### config.mk
export PLATFORM = sky130hd
export DESIGN_NAME = wave_pattern_player
export DESIGN_NICKNAME = d
export VERILOG_FILES = /design/src/rtl/wave_pkg.sv /design/src/rtl/wave_pattern_mem.sv /design/src/rtl/wave_pattern_player.sv
export SDC_FILE = /design/constraint.sdc
export NUM_CORES = 1
export LEC_CHECK = 0
export ABC_AREA = 1
export CAP_MARGIN = 20
export CORE_MARGIN = 5
export CORE_UTILIZATION = 35
export DETAILED_ROUTE_END_ITERATION = 6
export GPL_TIMING_DRIVEN = 0
export PLACE_DENSITY = 0.59
export SETUP_SLACK_MARGIN = 0.05
export SKIP_LAST_GASP = 1
export SLEW_MARGIN = 20
export SYNTH_ARGS = -nofsm -noshare
export SYNTH_HDL_FRONTEND = slang
export SYNTH_HIERARCHICAL = 1
export SYNTH_SLANG_ARGS = --single-unit
### constraint.sdc
create_clock -name clk -period 3.4 [get_ports clk]
set_input_delay 0.85 -clock clk [delete_from_list [all_inputs] [get_ports clk]]
set_output_delay 0.85 -clock clk [all_outputs]
set_load 0.02 [all_outputs]
### src/rtl/wave_pkg.sv
// Shared definitions for the waveform pattern player.
// Holds the default sizing, the pattern-entry layout and the FSM state type.
// The entry struct uses the default widths; parameterised modules slice
// wr_data directly with the same {hold, value} ordering.
package wave_pkg;

    localparam int NSIG_DEF  = 5;
    localparam int DEPTH_DEF = 16;
    localparam int HOLDW_DEF = 4;

    // One pattern-table entry: value is driven for hold+1 cycles.
    typedef struct packed {
        logic [HOLDW_DEF-1:0] hold;
        logic [NSIG_DEF-1:0]  value;
    } entry_t;

    typedef enum logic {
        IDLE = 1'b0,
        PLAY = 1'b1
    } state_t;

endpackage

### src/rtl/wave_pattern_mem.sv
// Pattern storage for wave_pattern_player.
// DEPTH x WIDTH register array, one synchronous write port and one
// asynchronous (combinational) read port. Contents are not reset.
// Ports:
//   clk   - write clock
//   we    - write enable
//   waddr - write index
//   wdata - write data
//   raddr - read index
//   rdata - read data (combinational from raddr)
module wave_pattern_mem #(
    parameter int WIDTH = 9,
    parameter int DEPTH = 16
) (
    input  logic                     clk,
    input  logic                     we,
    input  logic [$clog2(DEPTH)-1:0] waddr,
    input  logic [WIDTH-1:0]         wdata,
    input  logic [$clog2(DEPTH)-1:0] raddr,
    output logic [WIDTH-1:0]         rdata
);

    logic [WIDTH-1:0] mem [DEPTH];

    always_ff @(posedge clk) begin
        if (we) begin
            mem[waddr] <= wdata;
        end
    end

    assign rdata = mem[raddr];

endmodule

### src/rtl/wave_pattern_player.sv
// Waveform pattern player.
// Plays a table of {hold, value} entries onto sig_out; each entry is held for
// hold+1 cycles. Playback covers entries 0..length-1, optionally looping.
// Ports:
//   clk, rst_n         - clock, asynchronous active-low reset
//   wr_en/wr_addr/wr_data - pattern table write (ignored while busy)
//   start, stop        - begin playback / abort (stop wins)
//   loop_en, length    - latched at start: wrap enable and entry count
//   sig_out            - registered waveform values
//   busy               - high while an entry is on sig_out
//   done               - one-cycle pulse on non-looping completion
//   step_idx           - entry currently driven
module wave_pattern_player
    import wave_pkg::*;
#(
    parameter int NSIG  = NSIG_DEF,
    parameter int DEPTH = DEPTH_DEF,
    parameter int HOLDW = HOLDW_DEF
) (
    input  logic                       clk,
    input  logic                       rst_n,
    input  logic                       wr_en,
    input  logic [$clog2(DEPTH)-1:0]   wr_addr,
    input  logic [NSIG+HOLDW-1:0]      wr_data,
    input  logic                       start,
    input  logic                       stop,
    input  logic                       loop_en,
    input  logic [$clog2(DEPTH):0]     length,
    output logic [NSIG-1:0]            sig_out,
    output logic                       busy,
    output logic                       done,
    output logic [$clog2(DEPTH)-1:0]   step_idx
);

    localparam int AW = $clog2(DEPTH);
    localparam int W  = NSIG + HOLDW;
    localparam logic [AW:0]   LEN_ONE = 1;
    localparam logic [AW-1:0] IDX_ONE = 1;

    state_t           state, state_n;
    logic [NSIG-1:0]  sig_n;
    logic             busy_n, done_n;
    logic [AW-1:0]    idx_n;
    logic [HOLDW-1:0] hold_cnt, hold_cnt_n;
    logic [HOLDW-1:0] cur_hold, cur_hold_n;   // hold of the entry on sig_out
    logic [AW:0]      len_q, len_n;
    logic             loop_q, loop_n;
    logic             last_entry;

    logic [AW-1:0]    rd_addr;
    logic [W-1:0]     rd_data;

    wave_pattern_mem #(
        .WIDTH(W),
        .DEPTH(DEPTH)
    ) u_mem (
        .clk  (clk),
        .we   (wr_en && !busy),
        .waddr(wr_addr),
        .wdata(wr_data),
        .raddr(rd_addr),
        .rdata(rd_data)
    );

    always_ff @(posedge clk or negedge rst_n) begin
        if (!rst_n) begin
            state    <= IDLE;
            sig_out  <= '0;
            busy     <= 1'b0;
            done     <= 1'b0;
            step_idx <= '0;
            hold_cnt <= '0;
            cur_hold <= '0;
            len_q    <= '0;
            loop_q   <= 1'b0;
        end else begin
            state    <= state_n;
            sig_out  <= sig_n;
            busy     <= busy_n;
            done     <= done_n;
            step_idx <= idx_n;
            hold_cnt <= hold_cnt_n;
            cur_hold <= cur_hold_n;
            len_q    <= len_n;
            loop_q   <= loop_n;
        end
    end

    always_comb begin
        state_n    = state;
        sig_n      = sig_out;
        busy_n     = busy;
        done_n     = 1'b0;
        idx_n      = step_idx;
        hold_cnt_n = hold_cnt;
        cur_hold_n = cur_hold;
        len_n      = len_q;
        loop_n     = loop_q;
        rd_addr    = '0;
        last_entry = ({1'b0, step_idx} == (len_q - LEN_ONE));

        if (stop) begin
            state_n    = IDLE;
            sig_n      = '0;
            busy_n     = 1'b0;
            idx_n      = '0;
            hold_cnt_n = '0;
        end else begin
            case (state)
                IDLE: begin
                    if (start) begin
                        if (length == '0) begin
                            done_n = 1'b1;
                        end else begin
                            // rd_addr is already 0: load entry 0 directly.
                            state_n    = PLAY;
                            len_n      = length;
                            loop_n     = loop_en;
                            sig_n      = rd_data[NSIG-1:0];
                            cur_hold_n = rd_data[W-1:NSIG];
                            busy_n     = 1'b1;
                            idx_n      = '0;
                            hold_cnt_n = '0;
                        end
                    end
                end
                PLAY: begin
                    if (hold_cnt == cur_hold) begin
                        if (last_entry && !loop_q) begin
                            state_n    = IDLE;
                            sig_n      = '0;
                            busy_n     = 1'b0;
                            done_n     = 1'b1;
                            idx_n      = '0;
                            hold_cnt_n = '0;
                        end else begin
                            // Look up the following entry so it appears
                            // with no gap cycle.
                            rd_addr    = last_entry ? '0 : (step_idx + IDX_ONE);
                            idx_n      = rd_addr;
                            sig_n      = rd_data[NSIG-1:0];
                            cur_hold_n = rd_data[W-1:NSIG];
                            hold_cnt_n = '0;
                        end
                    end else begin
                        hold_cnt_n = hold_cnt + 1'b1;
                    end
                end
                default: begin
                    state_n = IDLE;
                end
            endcase
        end
    end

endmodule

---- Word-level counts from Yosys, hierarchy flattened ----
Memory sizes are Yosys's and may differ from the RTL's.
Cells that the tools add are included.
W data, S select, Z words.
word-level totals
  output and inout bits ................... 11
  bits in read-only memories .............. 0
  memories kept ........................... 1
  word-level logic and storage cells ...... 80
  input bits .............................. 24
  bits in latches ......................... 0
  bits in registers ....................... 26
  bits in writable memories ............... 144
memory list
  name       depth  bits a word  read ports  clocked after Yosys merged registers in  write ports  RTL line                source
  u_mem.mem  16     9            1           0                                        1            wave_pattern_mem.sv:23  logic [WIDTH-1:0] mem [DEPTH];
operators by class
  reduce and logical (&&, ||, !) cells .... 10
  equality and inequality tests ........... 10
  $mul .................................... 0
  bitwise gates (word level) .............. 3
  order comparisons ....................... 0
  multiplexer cells ....................... 44
  shifts and indexed selects .............. 0
  div/mod/pow operators ................... 0
  $add $sub $neg .......................... 3
operators with widths
  cell                   count
  $mux W4                15
  $mux W5                5
  $pmux W4 S2            3
  $mux W1                17
  $pmux W5 S2            1
  $add A4 B1 Y4 const B  2
  $reduce_and A4 Y1      2
  $ne A2 B2 Y1 const B   3
  $ne A3 B2 Y1 const B   2
  $ne A3 B3 Y1 const B   2
  $pmux W1 S2            3
  $eq A4 B5 Y1           1
  $logic_not A5 Y1       1
  $reduce_and A5 Y1      1
  $sub A5 B1 Y5 const B  1
  $eq A4 B4 Y1           1
  $not A1 Y1             3
  $reduce_and A3 Y1      1
  $logic_and A1 B1 Y1    2
  $logic_not A1 Y1       2
  $ne A2 B1 Y1 const B   1
  $reduce_and A2 Y1      1

---- Logic depth before layout (Yosys ltp) ----
Gate-level depths: netlist of run 1.
An unclocked memory read counts as a cell.
  depth after elaboration ................. 12
  mapped depth ............................ 22
  mapped depth without buffers ............ 20

---- Modules after synthesis ----
Netlist of run 1, hierarchy kept.
by module, submodules not included
  module               area each (µm²)  seq. area each (µm²)  instances  cells each
  wave_pattern_mem     6322.3           4324.1                1          606
  wave_pattern_player  1559.0           650.6                 1          183

---- Worst setup path before layout of run 1 ----
Ideal clock, no wire load.
  kind .................................... input to register
  start point ............................. in stop
  end point ............................... reg cur_hold[2]
  buffers on the path ..................... 4
  cell stages on the path ................. 14
  setup time .............................. 117 ps
  data arrival time ....................... 2412 ps
  data required time ...................... 3283 ps
  slack ................................... 871 ps
  path through ............................ buf_4 nor2_1 nand2_2 nand2_8 buf_8 nor2_1 buf_2 inv_2 buf_2 nand3_1 nand3_1 nand2_1 nand3_1 nand2_1
between the ends
  word-level cells in the longest chain between the ends .. 5
  elaborated cells on any way between the ends .. 9
  those cells by class .................... 6 x mux; 1 x bitwise; 1 x reduce/logical; 1 x memory
ends and longest elaborated chain
  what                        RTL line                                                source
  start: declaration          wave_pattern_player.sv:26                               input logic stop,
  $mux W4 *                   wave_pattern_player.sv:102                              if (stop) begin
  net rd_addr[2]              wave_pattern_player.sv:50                               logic [AW-1:0] rd_addr;
  $mem_v2 Z16 W9 *            n/a
  net rd_data[7]              wave_pattern_player.sv:51                               logic [W-1:0] rd_data;
  $mux W4 (on tied branches)  wave_pattern_player.sv:129, wave_pattern_player.sv:112
  $mux W4 (on tied branches)  wave_pattern_player.sv:128, wave_pattern_player.sv:111
  $pmux W4 S2 *               wave_pattern_player.sv:109                              case (state)
  end signal: assignment      wave_pattern_player.sv:83                               cur_hold <= cur_hold_n;
  end: declaration            wave_pattern_player.sv:45                               logic [HOLDW-1:0] cur_hold, cur_hold_n;
The timed path passes the listed nets; every way through them passes the cells marked *. The select of a mux whose other input is x is not followed.
A chain may end at the register's enable or synchronous reset.

---- Worst setup path after layout of run 1 ----
  start point ............................. in length[1]
  end point ............................... reg sig_out[4]
between the ends
  word-level cells in the longest chain between the ends .. 3
ends and longest elaborated chain
  what                                RTL line                    source
  start: declaration                  wave_pattern_player.sv:28   input logic [$clog2(DEPTH):0] length,
  $logic_not A5 Y1                    wave_pattern_player.sv:112  if (length == '0) begin
  $ne A3 B3 Y1 (no source line)       n/a
  $reduce_and A3 Y1 (no source line)  n/a
  end signal: assignment              wave_pattern_player.sv:78   sig_out <= sig_n;
  end: declaration                    wave_pattern_player.sv:29   output logic [NSIG-1:0] sig_out,
No other way between the ends.

==> results of run 1 <==
[stage by stage]
stage,instances,util [%]
global placement,1107,38.2
finish,1139,41.0
detailed placement,1107,38.2
CTS,1139,41.0
floorplan,789,-
global route,1139,41.0
[critical path: cells and delay by family]
family / cells / cell delay (ns)
buffers and inverters: 5 / 1.03
and+or+nand+nor: 13 / 1.50
[report_power, final]
group / switching [uW] / leakage, uW / internal, uW / total [uW]
clock: 834 / 0.000307 / 1250 / 2080
combinational: 372 / 0.00203 / 197 / 569
sequential: 44.0 / 0.00163 / 2330 / 2380
[placed cells by master, fill, tap and decap left out, types with 3 or more instances in the layout]
cell type,n
sky130_fd_sc_hd__a21oi_1,10
sky130_fd_sc_hd__buf_2,9
sky130_fd_sc_hd__buf_4,12
sky130_fd_sc_hd__buf_6,8
sky130_fd_sc_hd__bufinv_16,4
sky130_fd_sc_hd__clkbuf_16,17
sky130_fd_sc_hd__clkdlybuf4s50_1,32
sky130_fd_sc_hd__dfrtp_1,26
sky130_fd_sc_hd__edfxtp_1,144
sky130_fd_sc_hd__ha_1,3
sky130_fd_sc_hd__inv_1,124
sky130_fd_sc_hd__inv_2,8
sky130_fd_sc_hd__inv_8,4
sky130_fd_sc_hd__nand2_1,233
sky130_fd_sc_hd__nand2_2,13
sky130_fd_sc_hd__nand2_4,3
sky130_fd_sc_hd__nand3_1,128
sky130_fd_sc_hd__nand3b_1,3
sky130_fd_sc_hd__nor2_1,31
sky130_fd_sc_hd__nor2_8,3
sky130_fd_sc_hd__o21ai_1,4
sky130_fd_sc_hd__xor2_1,6
[cells by family (layout without fill, tap and decap cells)]
group / count (synthesis) / count (layout) / share of synthesized area (%)
DFF: 170 / 170 / 63.1
and+or+nand+nor: 427 / 427 / 24.8
AOI/OAI and AO/OA: 19 / 19 / 1.37
buffers and inverters: 164 / 229 / 9.54
adders and majority gates: 3 / 3 / 0.476
xor gates and xnor gates: 6 / 6 / 0.667
[registers in the layout (all words and copies together) (netlist names)]
signal     count
done           1
loop_q         1
sig_out        5
cur_hold       4
hold_cnt       4
len_q          5
state          1
busy           1
step_idx       4
u_mem/mem    144
[worst paths after layout]
path	end	slack [ns]	startpoint	depth (start not counted)
min in group clk	cur_hold[0]	0.49	cur_hold[0]	2
hold reg to reg	cur_hold[0]	0.49	cur_hold[0]	2
setup / recovery	sig_out[4]	0.30	length[1]	18
hold / removal	cur_hold[1]	0.43	rst_n	1
max in group asynchronous	step_idx[2]	2.56	rst_n	1
setup reg to reg	sig_out[4]	0.74	len_q[0]	20
[area by class of cell]
type | instances | share of cell area (%)
Multi-Input combinational cell | 455 | 23.4
Clock inverter | 14 | 2.27
Buffer | 29 | 2.56
Timing Repair Buffer | 33 | 3.54
Inverter | 135 | 5.62
Tap cell | 285 | 3.88
Clock buffer | 18 | 4.66
Sequential cell | 170 | 54.1
[per-layer routing]
metal | global-route usage [%] | part of all wire [%] | up-vias
met1 | 20.9 | 45 | 2558
li1 | - | - | 2648
met5 | 0 | 0 | -
met4 | 4.18 | 1.3 | 0
met3 | 3.41 | 6.4 | 14
met2 | 24.8 | 47 | 180
==> qor.csv, run 1 <==
stage,metric,value,unit
cts,cts-resized-gates,0,
synth,synth_fp_nets,816,
timing,rsz_0062_raised_after_global_routing,false,
cts,cts_setup_buffers,0,
finish,final_stage_net_count,868,
synth,syn_area_per_cell,9.99,sq um
finish,num_antenna_cells,0,
run,max_cap_violations,0,
routing,post_drt_via_cell_ratio,4.74,
floorplan,top_level_ports,35,
routing,initialDrtViolationCount,457,
global_route,grt.total_usage,15.3,%
setup_path,critical-path-max-stage-delay,0.44,ns
synth,synth.ff_latch_count,170,
worst_hold_path,timing.hold.worst.class,in -> async,
pwr,finalPower,5030,uW
setup_path,timing.critical_path.from_type,primary input,
timing,clock_skew,0.00736,ns
timing,slew_viol_final,0,
cts,cts_htree_levels,4,
global_route,vias_in_the_first_global_route,5178,
timing,worstMarginPinSlew,0.997,ns
cts,cts.sinks,170,
finish,fillers,2157,
place,place.detailed.hpwl,13000,um
synth,synth.top_cell.area_share,54.9,%
setup_path,critPathSlowestCell,sky130_fd_sc_hd__clkdlybuf4s50_1,
timing,hold_ws,0.433,ns
synth,asyncSetResetFlopFracSynth,15.3,%
synth,post_synth_instance_area,7880,sq um
timing,period_minus_slack,3.10,ns
timing,timing.setup.tns,0,ns
cts,cts_hold_buf,0,
finish,post_route_cells_drive_above_1_share,11.7,%
cts,worst_setup_hold_path_clk_slew,0.07,ns
synth,netlist.top_cell.by_area,sky130_fd_sc_hd__edfxtp_1,
setup_path,cp_data_required_time,3.71,ns
synth,synth_sequential_area_ratio,63.1,%
timing,timing.final.hold_violations,0,
timing,max_freq,323,MHz
timing,setup_viol,0,
status,run_status,finished clean,
routing,wire_per_inst,16.8,um
synth,postSynth.topFlopCell,sky130_fd_sc_hd__edfxtp_1,
timing,worst_slack,0.303,ns
finish,final_area,9200,sq um
pwr,leakage,0.00396,uW
setup_path,critPathArrivalTime,3.41,ns
global_route,antenna_found_initial,0,
synth,top_count_cell_post_synth,sky130_fd_sc_hd__nand2_1,
global_route,grt_pass1_wl,29600,um
cts,cts_root_buffer,sky130_fd_sc_hd__clkbuf_16,
cts,cts_inserted_buffers,17,
setup_path,timing_worst_setup_path_type,in -> reg,
finish,multi_input_area,2150,sq um
setup_path,crit_chain,clkdlybuf4s50_1 -> nor3_2 -> nand3_2 -> nand2_1 -> nand2_2 -> nand2_8 -> buf_8 -> nor2_1 -> buf_6 -> inv_8 -> buf_6 -> nand2_1 -> nand3_1 -> nand3_1 -> nand3_1 -> nand2_1 -> nand3_1 -> nand2_1,
synth,synth_commonest_cells,"sky130_fd_sc_hd__nand2_1 (233), sky130_fd_sc_hd__edfxtp_1 (144), sky130_fd_sc_hd__nand3_1 (128), sky130_fd_sc_hd__inv_1 (124), sky130_fd_sc_hd__nor2_1 (31)",
routing,antenna_violating_nets_post_route,0,
global_route,grt-ovfl-total,0,
global_route,largest_net_degree_at_the_start_of_global_routing,27,
synth,yosys.cell_types.count,35,
floorplan,num_rows,55,
routing,detail_route.drc_violations,0,
routing,number_of_detailed_routing_iterations_run_before_antenna_repair,5,
finish,layout-area-overhead-vs-synth,16.7,%
floorplan,starting_density_of_the_core,35.1,%
routing,drt-total-wl,19100,um
place,portBuffers,33,
synth,post_synth_inst_count,789,
timing,layout_worst_path_cycle_share,91.1,%
finish,regArea,4970,sq um
cts,insertion_delay,0.43,ns
place,routability_driven_placement_congestion_ratio,0.826,
setup_path,worst_path_fanout_max,10,
pwr,max-vdd-ir-drop,0.327,mV
routing,via_count,5400,
place,detailedPlace.worstSlack,-0.104,ns
synth,post_synth_main_area_contributors,"sky130_fd_sc_hd__edfxtp_1 (55%), sky130_fd_sc_hd__nand2_1 (11%), sky130_fd_sc_hd__dfrtp_1 (8.3%)",
pwr,cellPowerDensity,546,nW/um^2
synth,ys_warn_count,6,
synth,synth-edff-count,144,
floorplan,die_w,160,um
cts,cts.path.max_buffers,2,
setup_path,timing.critical_path.to_type,flop,
floorplan,die-height,160,um
floorplan,die_area,25600,sq um
floorplan,core_area,22400,sq um
cts,cts_tree,yes,
place,dpl-instance-area,8560,sq um
timing,slew_headroom,33.3,%
Power figures use the tool's default switching activity.
==> inputs of run 2 (changes only) <==
Settings changed: ABC_CLOCK_PERIOD_IN_PS set to 3400.
==> results of run 2 <==
The final DEF is identical to that of run 1; final timing and power are the same.
==> variant (flow settings as in run 1) <==
Take the reset off `cur_hold` and load it in a clocked block of its own.
--- a/src/rtl/wave_pattern_player.sv
+++ b/src/rtl/wave_pattern_player.sv
@@ -72,3 +72,2 @@
             hold_cnt <= '0;
-            cur_hold <= '0;
             len_q    <= '0;
@@ -82,3 +81,2 @@
             hold_cnt <= hold_cnt_n;
-            cur_hold <= cur_hold_n;
             len_q    <= len_n;
@@ -86,2 +84,6 @@
         end
+    end
+
+    always_ff @(posedge clk) begin
+        cur_hold <= cur_hold_n;
     end
Behaviour: no difference found for any inputs over 4 cycles, from zero or initial values and one cycle with rst_n low; that may be too few to reach the edited logic, so the function may still have changed.
==> variant against run 1 <==
Sequential cell count stayed put. Highest routed layer unchanged. First-iteration DRC count is 9.2% higher. Register-to-register slack worse by 190 ps. Area after synthesis is 1.1% lower. Critical path depth is 3 lower. Worst hold slack worse by 43 ps. Critical path type unchanged. Worst setup slack worse by 14 ps. Routed wire length is 0.44% lower. Maximum frequency is 0.47% lower. Final area is 1.3% lower.
Power is not compared: it rests on default switching activity, and its combinational part moved more than twofold at a synthesized area within 25%.
==> variant: results <==
{
  "globalRouteTotalUtil": 0.153,
  "bufAreaShareNonClock": 0.0627,
  "synth_nets": 808,
  "inverters": 137,
  "wl_met1_microns": 8230,
  "worstSetupStartpoint": "stop",
  "drive_gt1_frac": 0.106,
  "grt_pass1_vias": 5188,
  "clock_cell_area_share": 0.0669,
  "synth-main-ff-cell": "edfxtp_1",
  "ys_top_cells_by_count": "243 x nand2_1, 148 x edfxtp_1, 128 x inv_1",
  "placed_area_sq_um": 8480,
  "fill_cells": 2138,
  "buffer_ports.inserted": 34,
  "synth-edff-count": 148,
  "die_area_sq_um": 25300,
  "r2r_cells": 16,
  "cpPeakStageDelay_ps": 600,
  "pre_cts_ws_ps": -52.1,
  "status": "completed",
  "use_met1": 0.205,
  "netlist_instances": 781,
  "place_congestion": 0.835,
  "viasPerCell": 4.76,
  "final-seq-area_sq_um": 4990,
  "grtUsageMet3": 0.0386,
  "seq_area_frac": 0.550,
  "grt.met2_usage": 0.245,
  "drt-initial-drc-count": 499,
  "dp_hpwl_microns": 12700,
  "grt_pass1_wl_microns": 29800,
  "ys_seq_area_frac": 0.641,
  "dr_wl_met3_microns": 1520,
  "synth_cell_types": 33,
  "fin_skew_ps": 9.43,
  "worst_slew_pin_slew_ps": 1020,
  "nMultiInputCombCells": 446,
  "route.met2.wl_microns": 8920,
  "ys_async_sr_fraction": 0.129,
  "post-place-cells": 1095,
  "nNetsFinal": 861,
  "wl_per_cell_microns": 16.9
}
## variant: power by group through the flow
stage	Combinational (mW)	Sequential (mW)	Clock [mW]
final	1.80	2.53	1.98
after CTS	1.80	2.53	2.02
after floorplan	1.14	2.60	0
after global routing	1.99	2.55	2.11
after detailed placement	1.79	2.57	0
after global placement	1.77	2.57	0
## variant: path summary, 6_finish.rpt
kind / slack, ps / endpoint
worst max-delay path: 290 / sig_out[3]
worst min-delay path: 390 / busy
worst max register to register: 550 / cur_hold[0]
worst min register to register: 510 / busy
max in group asynchronous: 2670 / len_q[0]
min in group clk: 510 / busy
## variant: cells by family (layout without fill, tap and decap cells)
logic type | after synthesis | count (layout) | share of synthesized area
compound gates | 17 | 17 | 0.0141
buf+inv | 165 | 230 | 0.0973
xor+xnor | 5 | 5 | 0.00562
simple gates | 421 | 421 | 0.237
flops | 170 | 170 | 0.641
fa+ha+maj | 3 | 3 | 0.00482
